--- src/rtl/fifo_write_arbiter.sv ---
`default_nettype none
// ============================================================================
// Module   : fifo_write_arbiter
// Purpose  : Packet-locked round-robin sharing of an async FIFO write port.
// Revision : 1.0 - initial release
// ============================================================================
module fifo_write_arbiter #(
  parameter int NUM_REQ    = 4,
  parameter int DATA_WIDTH = 32,
  parameter int MAX_BEATS  = 16,
  parameter int ID_WIDTH   = $clog2(NUM_REQ)
) (
  input  logic                          wclk,
  input  logic                          wrst_n,
  input  logic [NUM_REQ-1:0]            req_valid,
  input  logic [NUM_REQ-1:0]            req_last,
  input  logic [NUM_REQ*DATA_WIDTH-1:0] req_data,
  output logic [NUM_REQ-1:0]            req_ready,
  input  logic                          wfull,
  output logic                          wpush,
  output logic [DATA_WIDTH-1:0]         wdata,
  output logic [ID_WIDTH-1:0]           grant_id,
  output logic                          busy,
  output logic                          err_overlong
);

  localparam int                 C_CNT_W     = $clog2(MAX_BEATS + 1);
  localparam logic [C_CNT_W-1:0] C_LAST_BEAT = C_CNT_W'(MAX_BEATS - 1);

  typedef enum logic [0:0] {
    S_IDLE = 1'b0,
    S_LOCK = 1'b1
  } state_t;

  state_t                r_state;
  state_t                w_state_next;
  logic [ID_WIDTH-1:0]   r_grant_id;
  logic [ID_WIDTH-1:0]   r_last_grant;
  logic [C_CNT_W-1:0]    r_beat_cnt;
  logic                  r_err_overlong;
  logic [ID_WIDTH-1:0]   w_pick;
  logic [ID_WIDTH-1:0]   w_cand;
  logic                  w_any_req;
  logic                  w_accept;
  logic                  w_owner_last;
  logic                  w_release;
  logic [DATA_WIDTH-1:0] w_slice [NUM_REQ];

  generate
    for (genvar gi = 0; gi < NUM_REQ; gi++) begin : g_slice
      assign w_slice[gi] = req_data[gi*DATA_WIDTH +: DATA_WIDTH];
    end
  endgenerate

  // Search starts just after the previous owner so every active requester is
  // served once before anyone is served twice.
  always_comb begin
    w_pick    = r_last_grant;
    w_cand    = r_last_grant;
    w_any_req = 1'b0;
    for (int k = 1; k <= NUM_REQ; k++) begin
      w_cand = ID_WIDTH'((int'(r_last_grant) + k) % NUM_REQ);
      if (!w_any_req && req_valid[w_cand]) begin
        w_any_req = 1'b1;
        w_pick    = w_cand;
      end
    end
  end

  always_ff @(posedge wclk or negedge wrst_n) begin
    if (!wrst_n) begin
      r_state <= S_IDLE;
    end else begin
      r_state <= w_state_next;
    end
  end

  always_comb begin
    w_state_next = r_state;
    w_accept     = 1'b0;
    w_owner_last = 1'b0;
    w_release    = 1'b0;
    req_ready    = '0;
    case (r_state)
      S_IDLE: begin
        if (w_any_req) begin
          w_state_next = S_LOCK;
        end
      end
      S_LOCK: begin
        w_accept              = req_valid[r_grant_id] & ~wfull;
        w_owner_last          = req_last[r_grant_id];
        req_ready[r_grant_id] = ~wfull;
        w_release             = w_accept & (w_owner_last | (r_beat_cnt == C_LAST_BEAT));
        if (w_release) begin
          w_state_next = S_IDLE;
        end
      end
      default: w_state_next = S_IDLE;
    endcase
  end

  always_ff @(posedge wclk or negedge wrst_n) begin
    if (!wrst_n) begin
      r_grant_id     <= '0;
      r_last_grant   <= ID_WIDTH'(NUM_REQ - 1);
      r_beat_cnt     <= '0;
      r_err_overlong <= 1'b0;
    end else begin
      if ((r_state == S_IDLE) && w_any_req) begin
        r_grant_id <= w_pick;
        r_beat_cnt <= '0;
      end
      if (w_accept) begin
        r_beat_cnt <= r_beat_cnt + C_CNT_W'(1);
      end
      // A release without the last flag can only be the beat-limit guard.
      if (w_release) begin
        r_last_grant <= r_grant_id;
        if (!w_owner_last) begin
          r_err_overlong <= 1'b1;
        end
      end
    end
  end

  assign wpush        = w_accept;
  assign wdata        = w_slice[r_grant_id];
  assign grant_id     = r_grant_id;
  assign busy         = (r_state == S_LOCK);
  assign err_overlong = r_err_overlong;

endmodule
`default_nettype wire

--- config.mk ---
export PLATFORM = sky130hd
export DESIGN_NAME = fifo_write_arbiter
export DESIGN_NICKNAME = d
export VERILOG_FILES = /design/src/rtl/fifo_write_arbiter.sv
export SDC_FILE = /design/constraint.sdc
export NUM_CORES = 1
export LEC_CHECK = 0
export BUFFER_PORTS_ARGS = -buffer_cell sky130_fd_sc_hd__buf_2
export CORE_MARGIN = 2
export CORE_UTILIZATION = 33
export DETAILED_ROUTE_END_ITERATION = 8
export PLACE_DENSITY_LB_ADDON = 0.1
export SYNTH_ARGS = -nofsm -noshare
export SYNTH_HDL_FRONTEND = slang
export SYNTH_SLANG_ARGS = --single-unit
--- constraint.sdc ---
create_clock -name wclk -period 2.6 [get_ports wclk]
set_clock_uncertainty 0.15 [all_clocks]
set_input_delay 0.78 -clock wclk [delete_from_list [all_inputs] [get_ports wclk]]
set_output_delay 0.78 -clock wclk [all_outputs]
set_load 0.01 [all_outputs]
* After elaboration in Yosys (flattened, before gate mapping) *
Index checks and enable logic that the tools add are counted.

storage, ports and cells
  register bits after elaboration = 11
  input port bits = 139
  output and inout bits = 41

cells by class
  add/sub/neg operators = 5
  order comparisons = 7
  equality and inequality tests = 1
  multiplexer cells = 34
  bitwise logic cells = 8
  reduce and logical (&&, ||, !) cells = 10

operator list
  kind                   count
  $bmux W32 S2           1
  $mux W32               2
  $mux W1                16
  $lt A2 B3 Y1 const B   5
  $bmux W1 S2            6
  $mux W5                2
  $mux W2                4
  $add A5 B1 Y5 const B  1
  $eq A5 B4 Y1 const B   1
  $logic_and A1 B1 Y1    5
  $add A2 B1 Y2 const B  2
  $add A2 B2 Y2 const B  2
  $and A4 B4 Y4          1
  $mux W4                1
  $ge A3 B3 Y1 const B   1
  $logic_not A1 Y1       3
  $not A1 Y1             3
  $not A2 Y3             1
  $and A1 B1 Y1          2
  $demux W1 S2           1
  $ge A2 B1 Y1 const B   1
  $pmux W1 S2            1
  $reduce_and A2 Y1      1
  $reduce_bool A2 Y1     1
  $or A1 B1 Y1           1

* Logic depth before layout (Yosys ltp) *
Gate-level depths: netlist (run 1).

  word-level depth = 16
  mapped depth = 6
  depth with buffers taken out = 6

* Worst setup path after synthesis (run 1) *
OpenSTA, ideal clock, no wires.

  path type = reg-to-output
  start point = reg r_grant_id[0], in the netlist grant_id[0]
  end point = out wdata[12]
  data arrival time = 1,564 ps
  setup slack = 106 ps
  cell stages (with the launch flop) = 4
  path buffers = 2
  cells stage by stage = dfrtp_1 buf_4 buf_2 mux4_2

on the way
  word-level cells in the longest chain between the ends = 4

RTL lines
  what                                          line  text
  from (decl)                                   37    logic [ID_WIDTH-1:0] r_grant_id;
  from (signal assigned)                        111   r_grant_id <= w_pick;
  $not A2 Y3 (not written as such)              128   assign wdata = w_slice[r_grant_id];
  $bmux W32 S2                                  128
  $mux W32 (not written as such) (2 in series)  128
  to (decl)                                     21    output logic [DATA_WIDTH-1:0] wdata,

No other way between the ends. The select of a mux whose other input is x is not followed.

* Final worst setup path (run 1) *
  start point = in wfull
  end point = out wpush

on the way
  word-level cells in the longest chain between the ends = 3

RTL lines
  what           line  text
  from (decl)    19    input logic wfull,
  $not A1 Y1     91    w_accept = req_valid[r_grant_id] & ~wfull;
  $and A1 B1 Y1  91
  $mux W1        84    case (r_state)
  to (decl)      20    output logic wpush,

No other way between the ends.

==> results by group, run 1 <==
Status
  • Result of the run: completed

Logic synthesis
  • Number of distinct library cells after synthesis: 34
  • Yosys top cell by area: mux4_2
  • Share of Yosys cell area claimed by the top area cell type: 0.497
  • Most area-consuming cells after synthesis: mux4_2, dfrtp_1, mux2i_1, dfstp_2, nor2_1
  • Post-synth top flop: dfrtp_1
  • Number of enable flip-flop cells after synthesis: 0
  • Synth async-reset ratio: 1.00
  • Synth Net Count: 249
  • Fraction of the yosys area taken by sequential cells: 0.192
  • Synth Warn #: 0
  • Post-synthesis cell area: 1450 µm²
  • Post-synthesis average cell area: 13.4 µm²
  • Register bit count reported by yosys: 11
  • Gate Count Post-Synth: about 110

STA
  • Final slew viol count: 0
  • Tmin final: roughly 2.5 ns
  • Worst Hold Margin: 0.258 ns
  • Slew @ Worst Pin: around 0.47 ns
  • Final-report hold violation count: 0
  • RSZ-0062 raised after global routing: no
  • # setup viols final: 0
  • Max-slew headroom at the worst pin: 0.687
  • Fmax: 394 MHz
  • Setup Total Neg Slack: 0 ns
  • Final worst path period share: 0.976

Drt
  • Drt pass-1 iters: 4
  • Final Routed Wirelength: 5720 µm
  • DR vias: 1760
  • DRC violation count after routing: 0
  • Topmost layer with routed signal wires: met4
  • Met2 wire length: 3110 µm
  • Detail Route met3 WL: 374 µm
  • Antenna Nets Post-Route: 0
  • Vias per Instance: a little over 5
  • Post-Route M1 WL: ~2100 µm
  • 1st-iter DRT viols: 59
  • Routed wirelength normalized by instance count: about 17 µm

Final layout
  • Layout Nets: 433
  • FILL cells: 391
  • ANT cells: 0
  • Layout area overhead: 73.9%
  • Multi-input gate area: 1110 µm²
  • Reg area: 280 µm²
  • Fraction of layout cells with a size suffix above 1: 0.811
  • Post-route cell area: between 2000 and 3000 µm²
  • Fin util: 0.587

Global route
  • Initial antenna violation count: 0
  • Via count of the first global-routing pass: 1781
  • Overflow after GRT: 0
  • Pin count of the biggest net entering global routing: 30
  • Global-route wire length before repair: 8670 µm
  • GRT Overall Usage: 0.221

CTS
  • Maximum buffer depth of the clock tree: 2
  • CTS tree: done
  • Sink count of the clock tree: 11
  • Clk_lat worst skew: about 0.23 ns
  • Cell at the root of the clock tree: clkbuf_8
  • Inserted Clock Buffers: 3
  • Clock edge transition at the registers on the reported setup and hold paths: roughly 0.050 ns
  • H-Tree Level Count: 1

Placed design
  • Post-detailed-placement half-perimeter wirelength: between 4000 and 5000 µm
  • Placer Congestion: 0.773
  • Count of buffers from port buffering: ~180
  • Post-place instance area: roughly 2500 µm²

Floorplanning
  • Initial standard-cell utilization of the core: 0.338
  • Core area: 4290 µm²
  • Number of primary I/O pins: between 150 and 200
  • Height of the chip: about 70 µm
  • Horizontal extent of the die: 70.3 µm
  • Die area: ~5000 µm²
  • Row cnt: 24

Power
  • Portion of total power attributed to combinational logic: 0.760
  • P_int: 1.33 mW
  • Switching share of total power: 0.411
  • Maximum vdd ir drop: 0.000633 V
  • Total power per unit cell area: 898 nW/µm²
  • Power spent charging and discharging nets: approximately 0.93 mW
  • Reg power frac: 0.168
  • Clock network fraction of design power: 0.072
  • Leakage power: 1.30 nW

Setup path
  • Maximum fanout count along the critical path: 2
  • Reg-to-Reg End: r_last_grant[1]
  • Req. time, crit path: 1.67 ns
  • Sort of element at the end of the critical path: output pin
  • Type of the worst setup path: in2out
  • Worst-case register-to-register setup slack: approximately 0.5 ns
  • Depth of the most critical reg-to-reg path: 4
  • Worst EP arrival: approximately 1.6 ns
  • Launch instance of the worst register-to-register path: grant_id[1]
  • Category of the worst setup path launch point: primary input

Min path
  • Class of the most critical hold timing path: in2async

Job
  • # Max-Cap Violations: 0
-- registers in the layout (all words and copies together), names as in the netlist --
| signal | flops |
|---|---|
| r_beat_cnt | 5 |
| grant_id | 2 |
| r_last_grant | 2 |
| busy | 1 |
| err_overlong | 1 |
-- worst max-delay path by stage --
stage	startpoint	endpoint	slack, ns	cells past startpoint
after global placement	wfull	wpush	0.02	5
after detailed placement	wfull	wpush	0.01	5
after floorplan	grant_id[0]	wdata[12]	0.11	3
final	wfull	wpush	0.06	5
after global routing	grant_id[0]	wdata[18]	0.01	3
after CTS	wfull	wpush	0.008	5
-- cell type report --
| cell class | instances | share of cell area |
|---|---|---|
| clock buffers | 4 | 0.0179 |
| inverters | 4 | 0.00794 |
| multi-input cells | 84 | 0.441 |
| flip-flops and latches | 11 | 0.111 |
| well taps | 52 | 0.0258 |
| repair buffers | 188 | 0.396 |
-- what timing repair did --
item,CTS,global route
hold buffers,0,0
setup endpoints to repair,12,6
pin swaps,0,1
buffers inserted,0,1
gates resized for setup,1,2
-- cells by family after synthesis --
logic type | share of synthesized area
muxes | 0.567
xor gates and xnor gates | 0.00604
DFF | 0.192
buffers and inverters | 0.0431
adders and majority gates | 0.0173
and+or+nand+nor | 0.0837
AOI/OAI and AO/OA | 0.0915
-- cells in the mapped netlist (all sizes together) (2+ instances only) --
library cell,count
inv,3
nand3b,2
nor2,9
dfrtp,9
mux2,3
a21oi,5
nand3,3
mux4,32
nand2b,2
clkbuf,2
o21ai,2
dfstp,2
buf,7
ha,2
nand2,4
mux2i,6
-- worst max-delay path: stages --
cell and delay [ns]:
buf_2 0.10, or3b_4 0.37, o22a_4 0.22, clkinv_4 0.05
buf_6 0.09
-- power by group through the flow --
stage | sequential (mW) | combinational [mW] | clock, mW
after detailed placement | 0.380 | 1.71 | 0
after CTS | 0.379 | 1.73 | 0.170
after floorplan | 0.332 | 1.14 | 0
after global routing | 0.392 | 1.85 | 0.177
after global placement | 0.379 | 1.70 | 0
final | 0.381 | 1.72 | 0.164
-- per-layer routing --
metal,vias to the layer above,track usage
li1,818,-
met1,852,0.260
met2,80,0.427
met3,10,0.0216
met4,0,0.0534
met5,-,0
-- stage by stage --
step,total power [mW],setup slack [ns],cells
5_1_grt,2.42,0.0126,343
3_3_place_gp,2.08,0.0193,338
2_1_floorplan,1.47,0.106,108
4_1_cts,2.28,0.00844,342
6_report,2.26,0.0619,343
3_5_place_dp,2.09,0.0111,338
-- layout by cell type (no fill, tap or decap), types with 2 or more instances in the layout --
cell | synthesis | layout
nand2_1 | 4 | 4
o21ai_0 | 2 | 2
mux2i_1 | 6 | 6
buf_2 | 4 | 178
nor2_1 | 9 | 8
nand3b_1 | 2 | 2
mux2_4 | 2 | 2
nand2b_1 | 2 | 2
a21oi_1 | 5 | 5
clkbuf_8 | 0 | 3
dfstp_2 | 2 | 2
buf_12 | 0 | 2
mux4_2 | 32 | 32
buf_4 | 1 | 6
nand3_1 | 3 | 3
ha_1 | 2 | 2
buf_6 | 0 | 2
inv_1 | 3 | 3
dfrtp_2 | 0 | 2
dfrtp_1 | 9 | 7
No activity file was read; power rests on OpenSTA's default activity.
==> inputs of run 2 (changes only) <==
CORE_UTILIZATION = 30   (was 33)
clock period = 2.18 ns   (was 2.6 ns; I/O delays follow)
==> results by group, run 2 (synthesis results as in run 1) <==
Status
  • Result of the run: complete, but fails checks (was completed)
  • Failing checks: negative setup slack

Final layout
  • Commonest non-fill, non-tap cells in the layout: buf_2, mux4_2, buf_6 (was buf_2, mux4_2, nor2_1)
  • Layout Nets: 447 (was 433)
  • Largest reg by FF count: r_beat_cnt (unchanged)
  • Layout area overhead: 95.1% (was 73.9%)
  • Fraction of layout cells with a size suffix above 1: 0.820 (was 0.811)
  • Flip-flop count of the largest register after layout: 5 (unchanged)
  • FILL cells: 402 (was 391)
  • Commonest non-fill, non-tap cell in the layout: buf_2 (unchanged)
  • ANT cells: 0 (unchanged)
  • Post-route cell area: 2830 µm² (was 2520 µm²)

Setup path
  • Maximum fanout count along the critical path: 6 (was 2)
  • Type of the worst setup path: reg2out (was in2out)
  • Req. time, crit path: 1.38 ns (was 1.67 ns)
  • Sort of element at the end of the critical path: output pin (unchanged)
  • Worst EP arrival: 1.59 ns (was 1.61 ns)
  • Category of the worst setup path launch point: register (was primary input)

Placed design
  • Post-detailed-placement half-perimeter wirelength: 5270 µm (was 4990 µm)
  • Count of buffers from port buffering: 179 (unchanged)
  • Placer Congestion: 0.835 (was 0.773)
  • Post-place instance area: 2500 µm² (was 2460 µm²)
  • Worst slack at placement: -0.148 ns (was 0.0111 ns)

STA
  • Tmin final: roughly 2.4 ns
  • Setup Total Neg Slack: -6.13 ns (was 0 ns)
  • # setup viols final: 35 (was 0)
  • Final-report hold violation count: 0 (unchanged)
  • Fmax: 418 MHz
  • RSZ-0062 raised after global routing: yes (was no)
  • Final worst path period share: 1.10
  • Max-slew headroom at the worst pin: 0.695 (was 0.687)
  • Final slew viol count: 0 (unchanged)
  • Slew @ Worst Pin: 0.454 ns (was 0.465 ns)
  • Final worst-path setup slack: -0.214 ns (was 0.0619 ns)

Drt
  • Drt pass-1 iters: 4 (unchanged)
  • Routed wirelength normalized by instance count: 18.0 µm (was 16.7 µm)
  • DR vias: 1838 (was 1760)
  • Antenna Nets Post-Route: 0 (unchanged)
  • DRC violation count after routing: 0 (unchanged)
  • 1st-iter DRT viols: 63 (was 59)
  • Final Routed Wirelength: 6460 µm (was 5720 µm)
  • Vias per Instance: 5.12 (was 5.13)

Job
  • # Max-Cap Violations: 0 (unchanged)

Floorplanning
  • Initial standard-cell utilization of the core: 0.309 (was 0.338)
  • Row cnt: 25 (was 24)
  • Height of the chip: 73.5 µm (was 70.3 µm)
  • Core area: 4690 µm² (was 4290 µm²)
  • Number of primary I/O pins: 180 (unchanged)
  • Die area: 5410 µm² (was 4940 µm²)
  • Horizontal extent of the die: 73.5 µm (was 70.3 µm)

Global route
  • Initial antenna violation count: 0 (unchanged)
  • Global-route wire length before repair: 8830 µm (was 8670 µm)
  • Overflow after GRT: 0 (unchanged)
  • Via count of the first global-routing pass: 1728 (was 1781)
  • GRT Overall Usage: 0.216 (was 0.221)
  • Pin count of the biggest net entering global routing: 35 (was 30)

Min path
  • Class of the most critical hold timing path: in2async (unchanged)

CTS
  • CTS tree: done (unchanged)
  • Maximum buffer depth of the clock tree: 2 (unchanged)
  • H-Tree Level Count: 1 (unchanged)
  • Sink count of the clock tree: 11 (unchanged)
  • Clock edge transition at the registers on the reported setup and hold paths: 0.05 ns (about the same)
  • Clk_lat worst skew: 0.23 ns (about the same)
  • Cell at the root of the clock tree: clkbuf_8 (unchanged)
  • Inserted Clock Buffers: 3 (unchanged)
  • Post-CTS Hold Fix Bufs: 0 (unchanged)

Power
  • Final Total Pwr: 3.29 mW (was 2.26 mW)
  • Maximum vdd ir drop: 0.000676 V (was 0.000633 V)
  • Total power per unit cell area: 1160 nW/µm² (was 898 nW/µm²)
  • Leakage power: 1.44 nW (was 1.30 nW)
## run 2: cell types whose count changed in the layout (fill, tap and decap cells not counted)
cell and change:
buf_6 +22, buf_2 -19, buf_4 +7, buf_16 +2, buf_12 +1, clkbuf_16 +1
## run 2: timing repair
item / 4_1_cts / 5_1_grt
resized for setup: 6 / 23
gates cloned: 2 / 1
hold endpoints to repair: 0 / 0
pin swaps: 1 / 1
buffers inserted: 5 / 3
setup endpoints to repair: 35 / 35
## run 2: report_power, final
group	total (mW)	switching (mW)	internal, mW
Clock	0.203	0.0746	0.128
Combinational	2.68	1.08	1.60
Sequential	0.408	0.0967	0.311
Total	3.29	1.25	2.04
## run 2: path summary, 6_finish.rpt
kind | startpoint | end | slack, ns | depth (start not counted)
min in group wclk | err_overlong | err_overlong | 0.34 | 1
min | wrst_n | r_beat_cnt[4] | 0.14 | 1
max reg2reg | grant_id[0] | r_last_grant[1] | 0.14 | 7
min reg2reg | err_overlong | err_overlong | 0.34 | 1
max in group asynchronous | wrst_n | r_last_grant[0] | 1.47 | 1
max | grant_id[0] | wdata[29] | -0.21 | 4
## run 2: through the flow
step / instances / utilization / hold slack (ns)
2_1_floorplan: 108 / - / 0.208
3_3_place_gp: 346 / 0.534 / 0.339
3_5_place_dp: 346 / 0.534 / 0.342
4_1_cts: 356 / 0.569 / 0.146
5_1_grt: 359 / 0.603 / 0.150
6_report: 359 / 0.603 / 0.137
## run 2: layout make-up
class / instances / area (µm²) / area share
sequential: 11 / 280 / 0.0991
multi-input combinational: 84 / 1110 / 0.393
clock buffer: 4 / 45.0 / 0.0159
timing repair buffer: 202 / 1300 / 0.461
inverter: 4 / 20.0 / 0.00708
tap: 54 / 67.6 / 0.0239
## run 2: metal layers
layer | global-route usage | up-vias | routed length (µm)
met3 | 0.0343 | 6 | 473
met1 | 0.290 | 896 | 2520
met2 | 0.381 | 88 | 3410
met5 | 0 | - | 0
met4 | 0.0222 | 0 | 55
li1 | - | 848 | -
## run 2: worst max-delay path, stage by stage, from the launching register on
cell     delay [ns]
dfrtp_2        0.42
buf_6          0.15
buf_12         0.13
mux4_2         0.52
buf_6          0.14
